===== config.mk =====
export PLATFORM = sky130hd
export DESIGN_NAME = paper_cpu_ctrl
export DESIGN_NICKNAME = d
export VERILOG_FILES = /design/src/rtl/paper_cpu_ctrl.sv
export SDC_FILE = /design/constraint.sdc
export NUM_CORES = 1
export LEC_CHECK = 0
export ABC_AREA = 0
export BUFFER_PORTS_ARGS = -buffer_cell sky130_fd_sc_hd__buf_2
export CAP_MARGIN = 25
export CORE_UTILIZATION = 40
export CTS_BUF_LIST = sky130_fd_sc_hd__clkbuf_2
export CTS_CLUSTER_SIZE = 24
export DETAILED_ROUTE_END_ITERATION = 12
export PLACE_DENSITY = 0.62
export SYNTH_ARGS = -nofsm -noshare
export SYNTH_HDL_FRONTEND = slang
export SYNTH_SLANG_ARGS = --single-unit

===== constraint.sdc =====
create_clock -name clk -period 1.4 [get_ports clk]
set_input_delay 0 -clock clk [delete_from_list [all_inputs] [get_ports clk]]
set_output_delay 0 -clock clk [all_outputs]
set_load 0.01 [all_outputs]

===== src/rtl/paper_cpu_ctrl.sv =====
// Multi-cycle FETCH/DECODE/EXEC sequencer for the 2-bit paper processor.
// Every output is registered from the next-state decode, so outputs line up with the state they belong to.
module paper_cpu_ctrl #(
   parameter int              PC_W     = 4,
   parameter logic [PC_W-1:0] RESET_PC = {PC_W{1'b0}}
) (
   input  logic            clk,
   input  logic            rst_n,
   input  logic            run,
   input  logic            step,
   output logic [PC_W-1:0] imem_addr,
   output logic            imem_rd,
   input  logic [7:0]      imem_data,
   input  logic [1:0]      dp_q,
   output logic            dp_a1,
   output logic            dp_a0,
   output logic            dp_s,
   output logic            dp_en,
   output logic            busy,
   output logic            halted
);

   typedef enum logic [2:0] {
      ST_IDLE   = 3'd0,
      ST_FETCH  = 3'd1,
      ST_DECODE = 3'd2,
      ST_EXEC   = 3'd3,
      ST_HALT   = 3'd4
   } state_t;

   localparam logic [1:0]      OP_NOP  = 2'b00;
   localparam logic [1:0]      OP_DP   = 2'b01;
   localparam logic [1:0]      OP_JMP  = 2'b10;
   localparam logic [1:0]      OP_HALT = 2'b11;
   localparam logic [PC_W-1:0] PC_ONE  = {{(PC_W-1){1'b0}}, 1'b1};

   state_t          state_r, state_s;
   logic [PC_W-1:0] pc_r, pc_s;
   logic [7:0]      ir_r, ir_s;
   logic            step_latched_r, step_latched_s;
   logic [PC_W-1:0] pc_inc_s, jmp_tgt_s;
   logic            dp_a1_s, dp_a0_s, dp_s_s, dp_en_s;
   logic            imem_rd_r, busy_r, halted_r;
   logic            dp_a1_r, dp_a0_r, dp_s_r, dp_en_r;

   assign pc_inc_s  = pc_r + PC_ONE;
   assign jmp_tgt_s = ir_r[PC_W-1:0];

   // Next-state, PC/IR update and next-cycle datapath control decode
   always_comb begin
      state_s        = state_r;
      pc_s           = pc_r;
      ir_s           = ir_r;
      step_latched_s = step_latched_r;
      dp_a1_s        = 1'b0;
      dp_a0_s        = 1'b0;
      dp_s_s         = 1'b0;
      dp_en_s        = 1'b0;
      case (state_r)
         ST_IDLE: begin
            if (run) begin
               state_s        = ST_FETCH;
               step_latched_s = 1'b0;
            end else if (step) begin
               state_s        = ST_FETCH;
               step_latched_s = 1'b1;
            end else begin
               state_s        = ST_IDLE;
            end
         end
         ST_FETCH: begin
            state_s = ST_DECODE;
         end
         ST_DECODE: begin
            ir_s    = imem_data;
            state_s = ST_EXEC;
            // DP controls are prepared here so the registered pulse lands exactly on EXEC
            if (imem_data[7:6] == OP_DP) begin
               dp_a1_s = imem_data[5];
               dp_a0_s = imem_data[4];
               dp_s_s  = imem_data[0];
               dp_en_s = 1'b1;
            end else begin
               dp_en_s = 1'b0;
            end
         end
         ST_EXEC: begin
            case (ir_r[7:6])
               OP_NOP:  pc_s = pc_inc_s;
               OP_DP:   pc_s = pc_inc_s;
               OP_JMP: begin
                  case (ir_r[5:4])
                     2'b00:   pc_s = (dp_q == 2'b00) ? jmp_tgt_s : pc_inc_s;
                     2'b01:   pc_s = jmp_tgt_s;
                     default: pc_s = pc_inc_s;
                  endcase
               end
               OP_HALT: pc_s = pc_r;
               default: pc_s = pc_r;
            endcase
            if (ir_r[7:6] == OP_HALT) begin
               state_s        = ST_HALT;
               step_latched_s = 1'b0;
            end else if (step_latched_r || !run) begin
               state_s        = ST_IDLE;
               step_latched_s = 1'b0;
            end else begin
               state_s        = ST_FETCH;
            end
         end
         ST_HALT: begin
            state_s = ST_HALT;
         end
         default: begin
            state_s        = ST_IDLE;
            pc_s           = RESET_PC;
            ir_s           = 8'h00;
            step_latched_s = 1'b0;
         end
      endcase
   end

   // State, PC, IR and registered output flops
   always_ff @(posedge clk or negedge rst_n) begin
      if (!rst_n) begin
         state_r        <= ST_IDLE;
         pc_r           <= RESET_PC;
         ir_r           <= 8'h00;
         step_latched_r <= 1'b0;
         imem_rd_r      <= 1'b0;
         busy_r         <= 1'b0;
         halted_r       <= 1'b0;
         dp_a1_r        <= 1'b0;
         dp_a0_r        <= 1'b0;
         dp_s_r         <= 1'b0;
         dp_en_r        <= 1'b0;
      end else begin
         state_r        <= state_s;
         pc_r           <= pc_s;
         ir_r           <= ir_s;
         step_latched_r <= step_latched_s;
         imem_rd_r      <= (state_s == ST_FETCH);
         busy_r         <= (state_s == ST_FETCH) || (state_s == ST_DECODE) ||
                           (state_s == ST_EXEC);
         halted_r       <= (state_s == ST_HALT);
         dp_a1_r        <= dp_a1_s;
         dp_a0_r        <= dp_a0_s;
         dp_s_r         <= dp_s_s;
         dp_en_r        <= dp_en_s;
      end
   end

   assign imem_addr = pc_r;
   assign imem_rd   = imem_rd_r;
   assign busy      = busy_r;
   assign halted    = halted_r;
   assign dp_a1     = dp_a1_r;
   assign dp_a0     = dp_a0_r;
   assign dp_s      = dp_s_r;
   assign dp_en     = dp_en_r;

endmodule


======== Yosys cells after proc, flatten, opt, wreduce, memory -nomap -nowiden ========
Index checks and enable logic that the tools add are counted.
cells by class
  muxes and demuxes ....................... 23
  bitwise operators ....................... 2
  div/mod/pow operators ................... 0
  eq/ne operators ......................... 16
  shift-type cells ........................ 0
  reductions and logical operators ........ 14
  multiply operators ...................... 0
  add/sub/neg operators ................... 1
  magnitude comparators ................... 0
operators by type and width
  cell                                                                    count
  4-bit case mux with 2 select lines                                      3
  8-bit case mux with 2 select lines                                      1
  1-bit two-way mux                                                       15
  3-bit case mux with 5 select lines                                      1
  3-bit by 2-bit equality test with 1-bit output (second input constant)  4
  4-bit OR reduction                                                      2
  2-bit by 1-bit equality test with 1-bit output (second input constant)  3
  3-bit by 1-bit equality test with 1-bit output (second input constant)  2
  3-bit equality test (second input constant)                             2
  2-bit zero test                                                         3
  3-bit inequality test (second input constant)                           2
  4-bit by 1-bit adder with 4-bit output (second input constant)          1
  2-bit equality test (second input constant)                             2
  4-bit two-way mux                                                       1
  3-bit zero test                                                         1
  1-bit logical OR                                                        3
  3-bit two-way mux                                                       1
  1-bit case mux with 3 select lines                                      1
  3-bit AND reduction                                                     1
  3-bit OR reduction                                                      1
  2-bit inequality test (second input constant)                           1
  1-bit NOT                                                               2
  2-bit AND reduction                                                     1
  2-bit OR reduction                                                      1
  1-bit zero test                                                         1
word-level totals
  output and inout port bits .............. 11
  latch bits .............................. 0
  bits in registers ....................... 23
  memory bits (writable) .................. 0
  ROM bits ................................ 0
  word-level logic and storage cells ...... 67
  input bits .............................. 14
  memories ................................ 0

======== Longest topological paths before layout ========
  depth after elaboration ................. 8
  mapped depth ............................ 6
  gate-level depth less buffers ........... 4

======== Worst setup path before layout ========
OpenSTA, ideal clock, no wires.
  kind .................................... reg-to-reg
  start ................................... register ir_r[6]
  end ..................................... register pc_r[0], in the netlist imem_addr[0]
  arrival time ............................ 1.133 ns
  path slack .............................. 0.146 ns
  stages on the path, launching flop included .. 5
  required time ........................... 1.278 ns
  buffers on the path ..................... 0
  clock period less this slack ............ 1.254 ns
  setup time .............................. 0.122 ns
  cell sequence ........................... dfrtp_1 > nor2_2 > o211ai_4 > or2_0 > a32o_1
between the ends
  longest elaborated chain between the ends .. 4
  elaborated cells between the ends (all ways) .. 9
  those cells by class .................... eq/ne (4); mux (2); reduce/logical (3)
RTL lines
  item                                                                               RTL line  RTL
  start: declaration                                                                 39        logic [7:0] ir_r, ir_s;
  start signal: assignment                                                           140       ir_r <= ir_s;
  2-bit by 1-bit equality test with 1-bit output or 2-bit zero test (tied branches)  88        case (ir_r[7:6])
  2-bit OR reduction (no source line)                                                --
  4-bit case mux with 2 select lines                                                 88
  4-bit case mux with 2 select lines                                                 59        case (state_r)
  end signal: assignment                                                             139       pc_r <= pc_s;
  end: declaration                                                                   38        logic [PC_W-1:0] pc_r, pc_s;
Parallel ways exist; a longest one is shown, timed or not.
A chain may end at the register's enable or synchronous reset.

======== Final worst setup path ========
  start ................................... register state_r[2]
  end ..................................... register dp_s_r, in the netlist dp_s
between the ends
  longest elaborated chain between the ends .. 2
RTL lines
  item                                            RTL line  RTL
  start: declaration                              37        state_t state_r, state_s;
  start signal: assignment                        138       state_r <= state_s;
  3-bit by 2-bit equality test with 1-bit output  59
  1-bit two-way mux                               59
  net dp_s_s                                      42        logic dp_a1_s, dp_a0_s, dp_s_s, dp_en_s;
  end signal: assignment                          148       dp_s_r <= dp_s_s;
  end: declaration                                44        logic dp_a1_r, dp_a0_r, dp_s_r, dp_en_r;
The timed path passes the listed nets, and every way through them passes these cells.

==> impl_metrics.json <==
{
  "outcome": "finished, final reports clean",
  "cts_tree": "yes",
  "switching_share_pct": 43.25,
  "initial_core_util_pct": 42.29,
  "fillerInstances": 277,
  "nets": 175,
  "criticalPathCategory": "reg2reg",
  "yosys.cell_count.top_type": "dfrtp_1",
  "diodes": 0,
  "cts_buffers": 3,
  "p_per_area_nw_per_um2": 1962,
  "slew_viol_final": 0,
  "insertion_delay_ns": 0.34,
  "period_share_pct": 94.60,
  "fmax_mhz": 755.0,
  "clockPowerShare_pct": 10.1,
  "intPower_mw": 1.610,
  "dp_cells": 179,
  "hp-class": "in2reg",
  "yosys.area.top_type": "dfrtp_1",
  "reg2reg_depth": 4,
  "gp_congestion": 0.8048,
  "postPlaceCellArea_sq_um": 1344,
  "synth_edf_count": 0,
  "setup_violations": 0,
  "routed_via_density": 5.158,
  "top_level_ports": 25,
  "crit_arrival_ns": 1.62,
  "grt_pass1_wl_um": 4222,
  "rsz0062_at_grt": "true",
  "netlist_instances": 123,
  "hpwl_um": 1795,
  "yosysSeqAreaShare_pct": 49.36,
  "whs_path_depth": 5,
  "tns_ns": 0,
  "die_w_um": 56.00,
  "first_pass_iters": 4,
  "grt-ovfl-total": 0,
  "pre_cts_slack_ns": 0.05252,
  "wl_um": 2523,
  "worst_pin_slew_ns": 0.5275,
  "antenna_left": 0,
  "cts_sinks": 23,
  "avgSynthCellArea_sq_um": 9.481,
  "die_y_um": 56.00,
  "final_area_sq_um": 1446,
  "dieArea_sq_um": 3135,
  "drc": 0,
  "synth_top_area_share_pct": 49.36,
  "final_core_util_pct": 52.45,
  "required_ns": 1.69,
  "synth_fp_nets": 138,
  "hold_viol": 0,
  "end_kind": "flip-flop",
  "p_leak_nw": 0.7147,
  "grt_usage_pct": 17.21,
  "start_kind": "flip-flop",
  "drv_cap": 0,
  "syn_area_sq_um": 1166,
  "min_period_ns": 1.324,
  "io_buffers": 24,
  "cts_buffer_depth": 2,
  "synthArstFlopShare_pct": 100.0,
  "sequentialPowerShare_pct": 42.5,
  "finClkSkew_ns": 0.01034,
  "grt_max_degree": 24,
  "critPathMaxFanout": 9,
  "cts.clk_slew.worst_paths_ns": 0.23,
  "rows": 19,
  "drt-initial-drc-count": 21,
  "synth_ff_type": "dfrtp_1",
  "comb_power_share_pct": 47.4,
  "p_switching_mw": 1.227,
  "synth_common_cells": "dfrtp_1, nand2_1, nor2_1",
  "drive_above_1_share_pct": 29.56,
  "core_sq_um": 2758,
  "ys_ff_latch": 23,
  "grt_pass1_vias": 920,
  "cts_root_buf": "clkbuf_2",
  "vias": 980,
  "layout_setup_ws_ns": 0.07556,
  "final_cells": 190,
  "cts_max_level": 1,
  "ys_types": 35,
  "relSlewSlack_pct": 64.83,
  "antenna_found_initial": 0,
  "synth_area_leaders": "dfrtp_1, nand2_1, nor2_1",
  "yosysWarnings": 0,
  "area_growth_pct": 24.03,
  "irDropWorstVdd_v": 0.001141,
  "routedWlPerCell_um": 13.28
}
-- per-layer routing --
metal,GRT usage [%],wire length [um],up-vias
met5,0,0,-
met4,5.226,14,0
met3,2.093,63,2
met2,29.08,1254,13
met1,23.15,1190,474
li1,-,-,491
-- placed cells by master (no fill, tap or decap), types with 2 or more instances in the layout --
cell,count
dfrtp_1,20
nand2b_1,2
o22ai_1,2
nand3_1,2
and2_1,3
nor2_1,15
a31oi_1,2
clkbuf_2,4
buf_4,9
buf_2,24
a21oi_1,9
o21ai_0,8
o21ai_1,3
inv_1,5
o2bb2ai_1,2
nand2_1,17
nor2b_1,2
dfrtp_2,3
mux2i_1,3
dlygate4sd3_1,7
-- power by group through the flow --
stage | clock [mW] | combinational [mW] | sequential (mW)
floorplan | 0 | 1.00 | 1.11
CTS | 0.294 | 1.34 | 1.19
finish | 0.287 | 1.35 | 1.21
global placement | 0 | 1.30 | 1.19
detailed placement | 0 | 1.32 | 1.20
global route | 0.313 | 1.49 | 1.25
-- flip-flops by register name (all words and copies together) (netlist names) --
signal          flops
busy                1
dp_a0               1
dp_a1               1
dp_en               1
dp_s                1
halted              1
imem_addr           4
imem_rd             1
ir_r                8
state_r             3
step_latched_r      1
-- metrics by stage --
step	power (mW)	hold WS, ns
CTS	2.826	0.007197
global placement	2.496	0.002472
global route	3.052	0.03805
detailed placement	2.530	0.01297
finish	2.838	0.01216
floorplan	2.117	-0.2956
-- critical path, cell delays in order (launching register included) --
cell and delay, ns:
dfrtp_2 0.49, buf_4 0.18, nand2b_1 0.21, nor4_4 0.23, and2_1 0.17
-- layout make-up --
class / count / area (sq um) / area share [%]
multi-input cells: 86 / 528.0 / 36.51
inverters: 6 / 22.52 / 1.557
clock buffers: 4 / 20.02 / 1.384
well taps: 31 / 38.79 / 2.682
repair buffers: 40 / 257.7 / 17.82
flip-flops and latches: 23 / 579.3 / 40.05
-- path summary, 6_finish.rpt --
path	start	endpoint	slack, ns
min in group asynchronous	rst_n	ir_r[3]$_DFFE_PN0N_	0.13
min reg2reg	ir_r[1]$_DFFE_PN0N_	ir_r[1]$_DFFE_PN0N_	0.54
max reg2reg	state_r[2]$_DFF_PN0_	dp_s$_DFF_PN0_	0.08
max in group asynchronous	rst_n	state_r[2]$_DFF_PN0_	0.88
min	imem_data[2]	ir_r[2]$_DFFE_PN0N_	0.01
max	state_r[2]$_DFF_PN0_	dp_s$_DFF_PN0_	0.08
-- cell families after synthesis --
| family | count (synthesis) | synth area share, % |
|---|---|---|
| buffers and inverters | 14 | 6.116 |
| AOI/OAI and AO/OA | 34 | 20.28 |
| and+or+nand+nor | 47 | 19.85 |
| muxes | 3 | 2.575 |
| adders and majority gates | 1 | 1.073 |
| DFF | 23 | 49.36 |
| xor gates and xnor gates | 1 | 0.7512 |
-- what timing repair did --
| action | in CTS | in global routing |
|---|---|---|
| buffers inserted | 0 | 0 |
| endpoints found under the setup margin | 0 | 6 |
| endpoints found under the hold margin | 29 | 0 |
| gates resized for setup | 0 | 4 |
| hold buffers | 7 | 0 |
Power figures use the tool's default switching activity.
